--- src/rtl/cube_vector_gen.sv ---
// cube_vector_gen: walks every input vector covered by one PLA cube, lowest
// free-bit count first, through a valid/ready handshake.
// Optional self-checker enabled by defining CUBE_GEN_CHECK_EN; otherwise err = 0.
module cube_vector_gen #(
  parameter int N = 14
) (
  input  logic         clk,
  input  logic         rst,
  input  logic         start,
  input  logic [N-1:0] care_mask,
  input  logic [N-1:0] care_val,
  output logic [N-1:0] vec_out,
  output logic         vec_valid,
  input  logic         vec_ready,
  output logic         busy,
  output logic         done,
  output logic [N:0]   vec_count,
  output logic         err
);

  typedef enum logic [1:0] {IDLE, RUN, DONE} state_t;

  state_t       state, state_nxt;
  logic [N-1:0] mask_q, val_q, cnt;
  logic [N-1:0] rem;
  logic         accept, last;

  // Deposit cnt bits into the don't-care positions, lowest position first.
  // Output is purely a function of latched state, so it naturally holds in
  // DONE/IDLE and reads zero after reset.
  always_comb begin
    vec_out = val_q & mask_q;
    rem     = cnt;
    for (int i = 0; i < N; i++) begin
      if (!mask_q[i]) begin
        vec_out[i] = rem[0];
        rem        = rem >> 1;
      end
    end
  end

  // cnt never exceeds 2^k-1, so the last vector is the one with every free bit set.
  assign last      = &(vec_out | mask_q);
  assign vec_valid = (state == RUN);
  assign busy      = (state == RUN) || (state == DONE);
  assign done      = (state == DONE);
  assign accept    = vec_valid & vec_ready;

  // Next-state: start only honoured in IDLE; DONE lasts one cycle.
  always_comb begin
    state_nxt = state;
    case (state)
      IDLE:    if (start) state_nxt = RUN;
      RUN:     if (accept && last) state_nxt = DONE;
      DONE:    state_nxt = IDLE;
      default: state_nxt = IDLE;
    endcase
  end

  // State, cube latch, free-bit counter and accept counter.
  always_ff @(posedge clk) begin
    if (rst) begin
      state     <= IDLE;
      mask_q    <= '0;
      val_q     <= '0;
      cnt       <= '0;
      vec_count <= '0;
    end else begin
      state <= state_nxt;
      if (state == IDLE && start) begin
        mask_q    <= care_mask;
        val_q     <= care_val;
        cnt       <= '0;
        vec_count <= '0;
      end else if (accept) begin
        vec_count <= vec_count + (N+1)'(1);
        if (!last) cnt <= cnt + N'(1);
      end
    end
  end

`ifdef CUBE_GEN_CHECK_EN
  logic [N-1:0] prev_cnt;
  logic         have_prev;
  logic         err_q;

  // Flag literal violations and non-sequential counter steps; sticky until rst.
  always_ff @(posedge clk) begin
    if (rst) begin
      prev_cnt  <= '0;
      have_prev <= 1'b0;
      err_q     <= 1'b0;
    end else if (state == IDLE && start) begin
      have_prev <= 1'b0;
    end else if (accept) begin
      if (((vec_out ^ val_q) & mask_q) != '0 ||
          ( have_prev && cnt != prev_cnt + N'(1)) ||
          (!have_prev && cnt != '0))
        err_q <= 1'b1;
      prev_cnt  <= cnt;
      have_prev <= 1'b1;
    end
  end

  assign err = err_q;
`else
  assign err = 1'b0;
`endif

endmodule

--- config.mk ---
export PLATFORM = sky130hd
export DESIGN_NAME = cube_vector_gen
export DESIGN_NICKNAME = d
export VERILOG_FILES = /design/src/rtl/cube_vector_gen.sv
export SDC_FILE = /design/constraint.sdc
export NUM_CORES = 1
export LEC_CHECK = 0
export CAP_MARGIN = 30
export CORE_ASPECT_RATIO = 0.8
export CORE_UTILIZATION = 40
export DETAILED_ROUTE_END_ITERATION = 10
export PLACE_DENSITY = 0.6
export SLEW_MARGIN = 30
export SYNTH_ARGS = -nofsm -noshare
export SYNTH_HDL_FRONTEND = slang
export SYNTH_SLANG_ARGS = --single-unit
--- constraint.sdc ---
create_clock -name clk -period 7.3 [get_ports clk]
set_input_delay 0.73 -clock clk [delete_from_list [all_inputs] [get_ports clk]]
set_output_delay 0.73 -clock clk [all_outputs]
set_load 0.005 [all_outputs]
==> flow_metrics.py <==
metrics = {
    "place": {
        "place_congestion": 0.954,
        "io_buffers": 63,
        "post-place-ws_ns": 2.27,
        "dpl.hpwl_um": 9210,
        "numPlacedInstances": 780,
    },
    "clocking": {
        "cts_setup_buffers": 0,
        "ctsHoldBuffers": 0,
        "ctsLongestPathBuffers": 2,
        "insertion_delay_ns": 0.33,
        "htree_levels": 3,
        "cts-root-buf": "clkbuf_16",
        "clkTransAtPathRegs_ns": 0.06,
        "clock-sinks": 59,
        "cts-resized-gates": 0,
        "cts_tree": "done",
        "cts_buffers": 9,
    },
    "drt": {
        "wl_per_cell_um": 16.0,
        "vias_per_cell": 5.84,
        "dr.pass1.iters": 5,
        "finalWirelength_um": 12700,
        "drt_iter0_drc": 320,
        "antenna_left": 0,
        "dr_total_vias": 4653,
        "drc": 0,
    },
    "timing": {
        "finalHoldViolations": 0,
        "setup_violations": 0,
        "fin_tns_setup_ns": 0,
        "fmax_mhz": 184,
        "finClkSkew_ns": 0.0118,
        "period_share": 0.746,
        "setup_slack_ns": 1.86,
        "relSlewSlack": 0.459,
        "slew_violations": 0,
        "worstMarginPinSlew_ns": 0.810,
        "rsz0062_at_grt": "no",
        "fin_crit_ns": 5.44,
    },
    "power_and_ir_drop": {
        "ir_drop_mv": 0.119,
        "power_leakage_nw": 1.96,
        "power_density_nw_per_um2": 250,
    },
    "floorplan": {
        "rows": 34,
        "die_height_um": 96.4,
        "ios": 65,
        "die_w_um": 120,
        "start_util": 0.411,
        "coreArea_um2": 10800,
        "dieArea_um2": 11600,
    },
    "synth": {
        "synth_area_um2": 4460,
        "ys_seq_area_frac": 0.265,
        "synth.area.top_cells": "dfxtp_1 26%, nand2_1 10%, mux2i_1 6.1%",
        "synth-seq-cells": 59,
        "synth_top_area_frac": 0.265,
        "syn_nets": 652,
        "synth_warnings": 0,
        "yosysTopAreaCell": "dfxtp_1",
        "async_flop_share": 0,
        "synth_cells": 614,
        "yosysUniqueCellTypes": 67,
        "synth_flop_cell": "dfxtp_1",
        "synth-edff-count": 0,
        "syn_area_per_cell_um2": 7.26,
    },
    "setup_path": {
        "worstPathRequired_ns": 6.57,
        "cp-end-kind": "output port",
        "rr_worst_depth": 14,
        "crit_arrival_ns": 4.71,
        "r2r-end": "cnt[11]$_SDFFE_PP0P_",
        "worstPathMaxFanout": 26,
        "critPathLaunch": "mask_q[0]$_SDFFE_PP0P_",
        "cp-endpoint": "vec_out[13]",
        "r2r-start": "mask_q[0]$_SDFFE_PP0P_",
        "r2r_setup_slack_ns": 2.33,
        "critical_path_class": "reg -> out",
        "crit_path_start_kind": "register",
    },
    "cells_and_area": {
        "layout_commonest_cell": "nand2_1",
        "n_antenna_cell": 0,
        "final_cell_count_no_fill": 797,
        "syn_to_final_growth_pct": 21.5,
        "fin_util": 0.499,
        "nFillCells": 1084,
        "final_cell_mix": "119 x nand2_1, 63 x clkdlybuf4s50_1, 58 x dfxtp_1",
        "drive_gt1_frac": 0.0689,
        "fin_nets": 686,
    },
    "hold_path": {
        "hold_path.class": "reg -> reg",
    },
    "grt": {
        "antenna_found_initial": 0,
        "grt_pass1_wl_um": 21200,
        "grt_overflow": 0,
        "grt_max_degree": 40,
        "grt_util_met3": 0.0358,
        "met2_usage": 0.330,
        "grt.busiest_layer": "met1",
        "grt_usage": 0.229,
        "grt_pass1_vias": 4158,
        "gr-usage-met1": 0.343,
    },
    "flow_run": {
        "drv_cap": 0,
    },
    "run_status": {
        "status": "complete, no violations",
    },
}
-- sequential cells by signal (all words and copies together) (netlist names) --
signal	cells
vec_count	15
cnt	14
mask_q	14
val_q	14
state	2
-- cell type report --
class                      instances  area [µm²]  area share
multi-input combinational        495        3030       0.560
sequential                        59        1180       0.218
timing repair buffer              68         666       0.123
clock buffer                       9         225      0.0416
tap                              144         180      0.0333
clock inverter                     7        75.1      0.0139
inverter                          15        56.3      0.0104
-- logic make-up (layout without fill, tap and decap cells) --
kind of cell | count (synthesis) | in the layout | share of synthesized area
mux | 34 | 34 | 0.0814
compound gates | 165 | 165 | 0.260
flops | 59 | 59 | 0.265
buf+inv | 60 | 99 | 0.0559
other cells | 1 | 1 | 0.000841
xor+xnor | 18 | 18 | 0.0354
simple gates | 271 | 271 | 0.285
fa+ha+maj | 6 | 6 | 0.0168
-- synth_stat cells, types with 2 or more instances --
| cell | number |
|---|---|
| a211oi_1 | 8 |
| nand2b_1 | 4 |
| nor2_1 | 44 |
| inv_1 | 13 |
| dfxtp_1 | 59 |
| mux2_2 | 5 |
| a21oi_1 | 51 |
| xor2_1 | 13 |
| and3_1 | 11 |
| xnor2_1 | 5 |
| o21ai_0 | 24 |
| nand3_1 | 22 |
| mux2i_1 | 27 |
| o2111ai_1 | 13 |
| ha_1 | 6 |
| nor3_1 | 12 |
| clkinv_1 | 2 |
| o211ai_1 | 12 |
| and2_1 | 4 |
| o221ai_1 | 11 |
| nand2_1 | 120 |
| clkbuf_1 | 30 |
| a2111oi_0 | 2 |
| o32ai_1 | 2 |
| buf_2 | 7 |
| nand3b_1 | 8 |
| o211a_1 | 2 |
| a22o_1 | 2 |
| or4_1 | 2 |
| buf_4 | 2 |
| buf_1 | 5 |
| or2_2 | 2 |
| a22oi_1 | 2 |
| o22ai_1 | 8 |
| o21ai_1 | 4 |
| a311oi_1 | 2 |
| nor2b_1 | 5 |
| a211oi_2 | 2 |
| or3_1 | 22 |
| a31oi_1 | 4 |
| nand4_1 | 8 |
| o221ai_2 | 2 |
-- layer usage --
metal / wire length [µm] / vias up
met2: 5150 / 167
met4: 172 / 0
met3: 753 / 17
met5: 0 / -
met1: 6680 / 2164
li1: - / 2305
-- where the power goes --
group,switching (W),internal (W),total (W)
sequential,0.0000464,0.000344,0.000390
combinational,0.000298,0.000232,0.000530
clock,0.000167,0.000267,0.000434
-- how the worst min path moves through the flow --
stage | startpoint | end | cells after the start
after detailed placement | val_q[4]$_SDFFE_PP0P_ | val_q[4]$_SDFFE_PP0P_ | 2
after global placement | val_q[9]$_SDFFE_PP0P_ | val_q[9]$_SDFFE_PP0P_ | 2
after CTS | val_q[4]$_SDFFE_PP0P_ | val_q[4]$_SDFFE_PP0P_ | 2
after floorplan | cnt[13]$_SDFFE_PP0P_ | cnt[13]$_SDFFE_PP0P_ | 2
after global routing | val_q[5]$_SDFFE_PP0P_ | val_q[5]$_SDFFE_PP0P_ | 2
final | val_q[4]$_SDFFE_PP0P_ | val_q[4]$_SDFFE_PP0P_ | 2
-- critical path: stages, from the launching register on --
cell and delay (ns):
dfxtp_1 0.84, xnor2_1 0.25, buf_4 0.24, o2111ai_1 0.33, o21ai_1 0.19, o221ai_1 0.44
mux2i_1 0.24, a2111oi_2 0.45, a311oi_1 0.14, a21oi_4 0.26, mux2i_1 0.13, nor2_1 0.10
a21oi_1 0.05, o22ai_1 0.17, o21ai_0 0.09, clkdlybuf4s50_1 0.44
-- through the flow --
| step | hold WS (ns) | area, µm² | power, W |
|---|---|---|---|
| detailed placement | 0.448 | 5110 | 0.000919 |
| CTS | 0.457 | 5410 | 0.00136 |
| global route | 0.481 | 5420 | 0.00144 |
| global placement | 0.445 | 5110 | 0.000915 |
| finish | 0.457 | 5420 | 0.00135 |
| floorplan | 0.426 | 4460 | 0.000753 |
Power figures use the tool's default switching activity.
